$ cat src/rtl/mdom_wvb_rdout_ctrl.sv
// Waveform-buffer readout controller: pops one header bundle per event, streams it as
// 7 header words followed by the wrapped waveform samples through a small skid FIFO.

module mdom_wvb_rdout_ctrl_chk #(
    parameter int P_OCC_W = 3
) (
    input logic               clk,
    input logic               rst,
    input logic               push_i,
    input logic               pop_i,
    input logic               full_i
);

    // The credit scheme must keep the skid FIFO from ever being written while full.
    always @(posedge clk) begin
        if (!rst) begin
            assert (!(push_i && full_i && !pop_i))
                else $error("mdom_wvb_rdout_ctrl: skid FIFO overflow");
        end
    end

endmodule

module mdom_wvb_rdout_ctrl #(
    parameter int P_ADDR_W     = 11,
    parameter int P_FIFO_DEPTH = 2
) (
    input  logic                clk,
    input  logic                rst,
    input  logic                hdr_empty,
    input  logic [102:0]        hdr_bundle,
    output logic                hdr_rd_en,
    output logic [P_ADDR_W-1:0] wvb_rd_addr,
    output logic                wvb_rd_en,
    input  logic [15:0]         wvb_data,
    output logic [15:0]         dout,
    output logic                dout_valid,
    input  logic                dout_ready,
    output logic                dout_last,
    output logic                wvb_rd_done,
    output logic                busy
);

    localparam int PTR_W = (P_FIFO_DEPTH > 1) ? $clog2(P_FIFO_DEPTH) : 1;
    localparam int OCC_W = $clog2(P_FIFO_DEPTH + 1) + 1;
    localparam int CNT_W = P_ADDR_W + 1;
    localparam logic [OCC_W-1:0] DEPTH_C = OCC_W'(P_FIFO_DEPTH);

    typedef enum logic [1:0] {
        S_IDLE  = 2'd0,
        S_HDR   = 2'd1,
        S_WV    = 2'd2,
        S_DRAIN = 2'd3
    } state_t;

    state_t              state_q, state_d;
    logic [102:0]        bundle_q, bundle_d;
    logic [2:0]          hdr_idx_q, hdr_idx_d;
    logic [P_ADDR_W-1:0] rd_addr_q, rd_addr_d;
    logic [CNT_W-1:0]    cnt_q, cnt_d;
    logic                inflight_q, inflight_d;
    logic                inflight_last_q, inflight_last_d;
    logic                armed_q;

    logic [16:0]         mem_q [P_FIFO_DEPTH];
    logic [PTR_W-1:0]    wr_ptr_q, wr_ptr_d;
    logic [PTR_W-1:0]    rd_ptr_q, rd_ptr_d;
    logic [OCC_W-1:0]    occ_q, occ_d;

    logic                pop_s;
    logic                push_s;
    logic [16:0]         push_data_s;
    logic                rd_en_s;
    logic                hdr_rd_en_s;
    logic                done_s;
    logic [16:0]         head_s;
    logic [111:0]        padded_s;
    logic [15:0]         hdr_word_s;
    logic [P_ADDR_W-1:0] span_s;
    logic [OCC_W-1:0]    slots_used_s;
    logic [OCC_W-1:0]    slots_free_s;
    logic                credit1_s;
    logic                credit2_s;

    function automatic logic [PTR_W-1:0] ptr_inc(input logic [PTR_W-1:0] p);
        return (p == PTR_W'(P_FIFO_DEPTH - 1)) ? {PTR_W{1'b0}} : p + PTR_W'(1);
    endfunction

    assign head_s       = mem_q[rd_ptr_q];
    assign dout_valid   = (occ_q != {OCC_W{1'b0}});
    assign dout         = dout_valid ? head_s[15:0] : 16'h0000;
    assign dout_last    = dout_valid ? head_s[16] : 1'b0;
    assign pop_s        = dout_valid && dout_ready;
    assign padded_s     = {9'b0_0000_0000, bundle_q};
    assign hdr_word_s   = padded_s[{hdr_idx_q, 4'b0000} +: 16];
    assign span_s       = hdr_bundle[60 +: P_ADDR_W] - hdr_bundle[49 +: P_ADDR_W];

    // Slots held = stored words + read returning next cycle; a pop this cycle frees one.
    assign slots_used_s = occ_q + {{(OCC_W-1){1'b0}}, inflight_q};
    assign slots_free_s = DEPTH_C + {{(OCC_W-1){1'b0}}, pop_s};
    assign credit1_s    = (slots_used_s < slots_free_s);
    assign credit2_s    = ((slots_used_s + OCC_W'(2)) <= slots_free_s);

    assign hdr_rd_en    = hdr_rd_en_s;
    assign wvb_rd_en    = rd_en_s;
    assign wvb_rd_addr  = rd_addr_q;
    assign wvb_rd_done  = done_s;
    assign busy         = (state_q != S_IDLE) || dout_valid;

    // Event sequencing, read issue and FIFO push selection.
    always_comb begin
        state_d         = state_q;
        bundle_d        = bundle_q;
        hdr_idx_d       = hdr_idx_q;
        rd_addr_d       = rd_addr_q;
        cnt_d           = cnt_q;
        inflight_d      = 1'b0;
        inflight_last_d = 1'b0;
        hdr_rd_en_s     = 1'b0;
        rd_en_s         = 1'b0;
        push_s          = 1'b0;
        push_data_s     = 17'h0_0000;
        done_s          = 1'b0;

        if (inflight_q) begin
            push_s      = 1'b1;
            push_data_s = {inflight_last_q, wvb_data};
        end else begin
            push_s      = 1'b0;
        end

        case (state_q)
            S_IDLE: begin
                if (armed_q && !hdr_empty && !rst) begin
                    hdr_rd_en_s = 1'b1;
                    bundle_d    = hdr_bundle;
                    rd_addr_d   = hdr_bundle[49 +: P_ADDR_W];
                    cnt_d       = {1'b0, span_s} + CNT_W'(1);
                    hdr_idx_d   = 3'd0;
                    state_d     = S_HDR;
                end else begin
                    state_d     = S_IDLE;
                end
            end
            S_HDR: begin
                // Overlap the first read with the last header word so samples follow with no bubble.
                if ((hdr_idx_q == 3'd6) && credit2_s) begin
                    push_s          = 1'b1;
                    push_data_s     = {1'b0, hdr_word_s};
                    rd_en_s         = 1'b1;
                    rd_addr_d       = rd_addr_q + P_ADDR_W'(1);
                    cnt_d           = cnt_q - CNT_W'(1);
                    inflight_d      = 1'b1;
                    inflight_last_d = (cnt_q == CNT_W'(1));
                    state_d         = (cnt_q == CNT_W'(1)) ? S_DRAIN : S_WV;
                end else if (credit1_s) begin
                    push_s      = 1'b1;
                    push_data_s = {1'b0, hdr_word_s};
                    if (hdr_idx_q == 3'd6) begin
                        state_d   = S_WV;
                    end else begin
                        hdr_idx_d = hdr_idx_q + 3'd1;
                    end
                end else begin
                    state_d     = S_HDR;
                end
            end
            S_WV: begin
                if (credit1_s) begin
                    rd_en_s         = 1'b1;
                    rd_addr_d       = rd_addr_q + P_ADDR_W'(1);
                    cnt_d           = cnt_q - CNT_W'(1);
                    inflight_d      = 1'b1;
                    inflight_last_d = (cnt_q == CNT_W'(1));
                    state_d         = (cnt_q == CNT_W'(1)) ? S_DRAIN : S_WV;
                end else begin
                    state_d         = S_WV;
                end
            end
            S_DRAIN: begin
                if (pop_s && head_s[16]) begin
                    done_s  = 1'b1;
                    state_d = S_IDLE;
                end else begin
                    state_d = S_DRAIN;
                end
            end
            default: begin
                state_d = S_IDLE;
            end
        endcase
    end

    // Skid FIFO pointer and occupancy next-state.
    always_comb begin
        wr_ptr_d = push_s ? ptr_inc(wr_ptr_q) : wr_ptr_q;
        rd_ptr_d = pop_s ? ptr_inc(rd_ptr_q) : rd_ptr_q;
        case ({push_s, pop_s})
            2'b10:   occ_d = occ_q + OCC_W'(1);
            2'b01:   occ_d = occ_q - OCC_W'(1);
            default: occ_d = occ_q;
        endcase
    end

    // State registers, with reset flushing the FIFO and discarding any in-flight read.
    always_ff @(posedge clk) begin
        if (rst) begin
            state_q         <= S_IDLE;
            bundle_q        <= 103'd0;
            hdr_idx_q       <= 3'd0;
            rd_addr_q       <= {P_ADDR_W{1'b0}};
            cnt_q           <= {CNT_W{1'b0}};
            inflight_q      <= 1'b0;
            inflight_last_q <= 1'b0;
            armed_q         <= 1'b0;
            wr_ptr_q        <= {PTR_W{1'b0}};
            rd_ptr_q        <= {PTR_W{1'b0}};
            occ_q           <= {OCC_W{1'b0}};
            for (int i = 0; i < P_FIFO_DEPTH; i++) begin
                mem_q[i] <= 17'h0_0000;
            end
        end else begin
            state_q         <= state_d;
            bundle_q        <= bundle_d;
            hdr_idx_q       <= hdr_idx_d;
            rd_addr_q       <= rd_addr_d;
            cnt_q           <= cnt_d;
            inflight_q      <= inflight_d;
            inflight_last_q <= inflight_last_d;
            armed_q         <= 1'b1;
            wr_ptr_q        <= wr_ptr_d;
            rd_ptr_q        <= rd_ptr_d;
            occ_q           <= occ_d;
            if (push_s) begin
                mem_q[wr_ptr_q] <= push_data_s;
            end
        end
    end

    mdom_wvb_rdout_ctrl_chk #(
        .P_OCC_W (OCC_W)
    ) u_chk (
        .clk    (clk),
        .rst    (rst),
        .push_i (push_s),
        .pop_i  (pop_s),
        .full_i (occ_q == DEPTH_C)
    );

endmodule

$ cat config.mk
export PLATFORM = sky130hd
export DESIGN_NAME = mdom_wvb_rdout_ctrl
export DESIGN_NICKNAME = d
export VERILOG_FILES = /design/src/rtl/mdom_wvb_rdout_ctrl.sv
export SDC_FILE = /design/constraint.sdc
export NUM_CORES = 1
export LEC_CHECK = 0
export CORE_MARGIN = 1.5
export CORE_UTILIZATION = 58
export DETAILED_ROUTE_END_ITERATION = 10
export MAX_ROUTING_LAYER = met4
export PLACE_DENSITY = 0.86
export SLEW_MARGIN = 10
export SYNTH_ARGS = -nofsm -noshare
export SYNTH_HDL_FRONTEND = slang
export SYNTH_SLANG_ARGS = --single-unit
$ cat constraint.sdc
create_clock -name clk -period 10.05 [get_ports clk]
set_input_delay 2.01 -clock clk [delete_from_list [all_inputs] [get_ports clk]]
set_output_delay 2.01 -clock clk [all_outputs]
set_load 0.05 [all_outputs]
### Word level (Yosys, flattened, before mapping)

Memory sizes are Yosys's and may differ from the RTL's. A register that Yosys moved wholly into a read port is not among the register bits.
Cells that the tools add are included.

* output and inout port bits: 33
* bits of input ports: 123
* word-level logic and storage cells: 114
* memory bits (writable): 34
* memories: 1
* flip-flop bits (word level): 139

* muxes and demuxes: 55
* shift operators: 1
* equality and inequality tests: 14
* order comparisons: 2
* add/subtract/negate cells: 12
* reductions and logical operators: 18

Memories
* mem_q: depth 2, bits a word 17, read ports 1, clocked after memory_dff 1, wr ports 2, line 65 `logic [16:0] mem_q [P_FIFO_DEPTH];`

Operator list (count)
* $shiftx A112 B8 Y16: 1
* $mux W17: 5
* $mux W12: 3
* $pmux W12 S3: 1
* $mux W11: 3
* $pmux W11 S3: 1
* $mux W1: 28
* $reduce_or A17 Y1: 1
* $mux W16: 1
* $add A11 B1 Y12 const B: 1
* $eq A12 B1 Y1 const B: 1
* $mux W3: 4
* $ne A2 B2 Y1 const B: 6
* $pmux W3 S2: 2
* $sub A12 B1 Y12 const B: 1
* $add A11 B1 Y11 const B: 1
* $sub A11 B11 Y11: 1
* $mux W2: 4
* $pmux W2 S4: 1
* $add A3 B1 Y3 const B: 2
* $eq A2 B2 Y1 const B: 3
* $reduce_bool A2 Y1: 3
* $reduce_bool A3 Y1: 2
* $logic_and A1 B1 Y1: 5
* 17 further kinds: 21

### Longest topological paths before layout

* depth after elaboration: 12
* gate-level depth with buffers: 17
* depth with buffers taken out: 15

### Worst setup path before layout

No wires, ideal clock.

* kind: input port to output port
* from: input hdr_empty
* to: output hdr_rd_en
* arrival: 3656 ps
* setup slack: 4384 ps
* buffers on the path: 2
* required time: 8040 ps
* stages on the path: 4
* path through: nand2b_1 > nor3b_1 > clkbuf_1 > clkbuf_1

* cells in the longest elaborated chain, start to end: 5

RTL lines
* start, declared: line 30 `input logic hdr_empty,`
* $logic_not A1 Y1: line 134 `if (armed_q && !hdr_empty && !rst) begin`
* $logic_and A1 B1 Y1 (2 in series): line 134
* $mux W1: line 134
* $mux W1: line 132 `case (state_q)`
* end, declared: line 32 `output logic hdr_rd_en,`

No other way between the ends.

### Worst setup path after layout

* from: input dout_ready
* to: output wvb_rd_en

* cells in the longest elaborated chain, start to end: 6
* elaborated cells on any way between the ends: 8
* those cells by class: add/sub: 1; order compare: 2; mux: 3; reduce/logical: 2

RTL lines
* start, declared: line 38 `input logic dout_ready,`
* $logic_and A1 B1 Y1 (*): line 93 `assign pop_s = dout_valid && dout_ready;`
* net pop_s: line 70 `logic pop_s;`
* $add A2 B1 Y3 (*): line 100 `assign slots_free_s = DEPTH_C + {{(OCC_W-1){1'b0}}, pop_s};`
* $le A3 B3 Y1: line 102 `assign credit2_s = ((slots_used_s + OCC_W'(2)) <= slots_free_s);`
* $logic_and A1 B1 Y1: line 147 `if ((hdr_idx_q == 3'd6) && credit2_s) begin`
* $mux W1: line 147
* $pmux W1 S2 (*): line 132
* end, declared: line 34 `output logic wvb_rd_en,`

The timed path passes the listed nets; every way through them passes the cells marked *.

==> impl_metrics.csv <==
group,metric,value,unit
global_routing,grt_pass1_vias,7497,
yosys,ys_ff_latch,174,
critical_path,r2r-start,"occ_q[0]",
die,pin_count,156,
final_layout,fin_cells,1410,
routing,vias_per_cell,5.85,
yosys,yosys.area.top_type,"dfxtp_1",
yosys,syn-num-nets,1254,
clock_network,ctsHoldBuffers,0,
yosys,yosys-top-cells-area,"dfxtp_1, edfxtp_1, nand2_1, o21ai_0, mux2i_1",
power_and_ir_drop,cellPowerDensity,189,nW/um^2
critical_path,arrival,4.65,ns
power_and_ir_drop,pwr-share-clk,0.292,
flow_run,maxCapViolCount,0,
timing,fin_crit,6.66,ns
global_routing,gr-total-overflow,0,
die,core,15200,sq um
die,die-area,16400,sq um
critical_path,slowest_stage,"clkdlybuf4s50_1",
routing,wire_per_inst,16.5,microns
place,dp_cells,1379,
die,start_util,0.596,
timing,fin_crit_sh,0.663,
yosys,synth_edf_count,34,
timing,tns,0,ns
critical_path,crit_required,8.04,ns
timing,fin_skew,0.00590,ns
routing,drtIter0Drc,817,
clock_network,cts_max_level,4,
clock_network,clock_latency,0.44,ns
timing,hold_viol,0,
final_layout,final_nets,1361,
yosys,synth_warnings,0,
clock_network,cts_tree,"built",
place,routabilityCongestion,0.926,
critical_path,crit_chain,"clkdlybuf4s50_1 > and2_1 > ha_1 > o41ai_2 > o21ai_0 > nand2_1 > inv_1 > clkdlybuf4s50_1",
critical_path,regToRegSetupSlack,4.86,ns
global_routing,grt_pass1_wl,37.0,mm
critical_path,cpLargestDelayFamily,"buffers and inverters",
routing,vias,8249,
power_and_ir_drop,seqPwrFrac,0.396,
yosys,synth_cell_type_count,68,
power_and_ir_drop,peakVddDrop,0.000143,V
timing,finalSetupViolCount,0,
critical_path,worstRegToRegCells,13,
clock_network,clkTransAtPathRegs,0.06,ns
global_routing,grt_max_degree,107,
timing,rsz0062_at_grt,"false",
critical_path,worst_setup_path_start_kind,"primary input",
critical_path,cp_slowest_stage_delay,0.69,ns
global_routing,track_usage,0.298,
final_layout,drive_gt1_frac,0.0622,
timing,slew_viol_final,0,
timing,fmax,150,MHz
power_and_ir_drop,internal_power,1370,uW
critical_path,crit_fanout,4,
die,die_y,128,microns
critical_path,crit_end,"wvb_rd_en",
critical_path,r2r-end,"occ_q[2]",
run_status,outcome,"finished, final reports clean",
routing,wl,23.2,mm
yosys,synth_area_per_cell,8.21,sq um
timing,tightest_slew,1.08,ns
critical_path,crit_top_cell,"clkdlybuf4s50_1",
global_routing,antenna_found_initial,0,
routing,drc_errors,0,
clock_network,cts-root-buf,"clkbuf_16",
yosys,async_flop_share,0,
die,row_count,45,
clock_network,cts_buffers,17,
yosys,syn_inst,1103,
yosys,synth_area,9050,sq um
clock_network,postCtsSetupBuffers,0,
critical_path,crit_type,"primary input to primary output",
power_and_ir_drop,p_sw,741,uW
final_layout,antennaDiodeCount,0,
critical_path,cp_num_cells,8,
clock_network,cts_num_sinks,174,
clock_network,clockBufferDepth,2,
final_layout,syn2layout_area_growth,23.5,%
timing,slew_headroom,0.279,
critical_path,worst-path-buf-inv,3,
yosys,ys_dominant_reg_cell,"dfxtp_1",
power_and_ir_drop,leakagePower,0.00398,uW
min_path,hold_class,"flop to flop",
routing,antenna_left,0,
yosys,synth_top_area_share,0.310,
critical_path,startpoint,"dout_ready",
die,dieWidth,128,microns
power_and_ir_drop,switching_share,0.351,
place,io_buffers,155,
routing,dr.pass1.iters,5,
clock_network,cts_resized,0,
yosys,seq_area_frac_synth,0.422,
place,dpl.hpwl,16.3,mm
critical_path,endpoint_kind,"primary output",
power_and_ir_drop,pwr-share-comb,0.312,
cells in the mapped netlist (all sizes together) (5+ instances only):
cell type  number
and2           17
inv            32
clkbuf         54
a21oi          46
a311o           5
nand2b          7
nor3            7
and3            6
o21ai         158
mux4            7
xnor2          10
nand3          31
mux2i          52
buf            23
dfxtp         140
ha             26
edfxtp         34
o22ai          15
xor2            9
nor2b          21
nor2           74
mux2           10
nand4           5
a211oi         11
nand2         248
cells in the final DEF (no fill, tap or decap), types with 18 or more instances in the layout:
cell             count
nand2_1            248
clkdlybuf4s50_1    155
o21ai_0            153
dfxtp_1            139
nor2_1              73
mux2i_1             52
a21oi_1             45
edfxtp_1            34
nand3_1             31
inv_1               30
ha_1                26
nor2b_1             21
clkbuf_16           18
kinds of logic (layout without fill, tap and decap cells):
family	count (synthesis)	in the layout	synth area share
xor gates and xnor gates	19	19	0.0184
and+or+nand+nor	438	438	0.212
DFF	174	174	0.422
muxes	69	69	0.0873
buffers and inverters	109	228	0.0475
AOI/OAI and AO/OA	266	266	0.172
adders and majority gates	28	28	0.0404
metrics by stage:
stage                     area [sq um]  power, uW  setup WS [ns]  hold slack [ns]   util
after global placement           10600       1480           3.49            0.442  0.699
after detailed placement         10600       1500           3.47            0.447  0.699
after floorplan                   9050       1290           4.38            0.432      -
after CTS                        11200       2110           3.43            0.456  0.735
final                            11200       2110           3.39            0.454  0.736
after global routing             11200       2200           3.28            0.476  0.736
routing by layer:
metal | global-route usage | wire (microns) | vias to the layer above
li1 | - | - | 4017
met1 | 0.376 | 9640 | 3790
met2 | 0.475 | 11000 | 383
met3 | 0.0634 | 1880 | 59
met4 | 0.110 | 740 | 0
met5 | - | 0 | -
tightest hold or removal path: stages (launching register included):
cell	delay, ns
dfxtp_1	0.31
nand2_1	0.05
o21ai_0	0.05
cell type report:
type / instances / area [sq um]
flip-flops and latches: 174 / 3820
fillers: 1119 / 4020
repair buffers: 165 / 1630
well taps: 188 / 235
multi-input cells: 820 / 4830
clock inverters: 12 / 87.6
clock buffers: 19 / 464
inverters: 32 / 120
worst min path at each step:
stage / slack, ns / cells after the start / from / end
2_1_floorplan: 0.43 / 2 / bundle_q[23] / bundle_q[23]
3_3_place_gp: 0.44 / 2 / bundle_q[48] / bundle_q[48]
3_5_place_dp: 0.45 / 2 / bundle_q[28] / bundle_q[28]
4_1_cts: 0.46 / 2 / bundle_q[28] / bundle_q[28]
5_1_grt: 0.48 / 2 / bundle_q[57] / bundle_q[57]
6_report: 0.45 / 2 / bundle_q[99] / bundle_q[99]
power groups by stage:
stage          clock [uW]  sequential (uW)  combinational (uW)
2_1_floorplan           0              851                 442
3_5_place_dp            0              849                 647
5_1_grt               649              844                 711
4_1_cts               620              834                 654
3_3_place_gp            0              846                 633
6_report              617              835                 658
registers in the layout, indices dropped and copies added, names as in the netlist, named ones only:
signal	count
occ_q	3
wvb_rd_addr	11
bundle_q	103
state_q	2
mem_q	34
wr_ptr_q	1
inflight_q	1
rd_ptr_q	1
inflight_last_q	1
hdr_idx_q	3
armed_q	1
cnt_q	12
No activity file was read; power rests on OpenSTA's default activity.
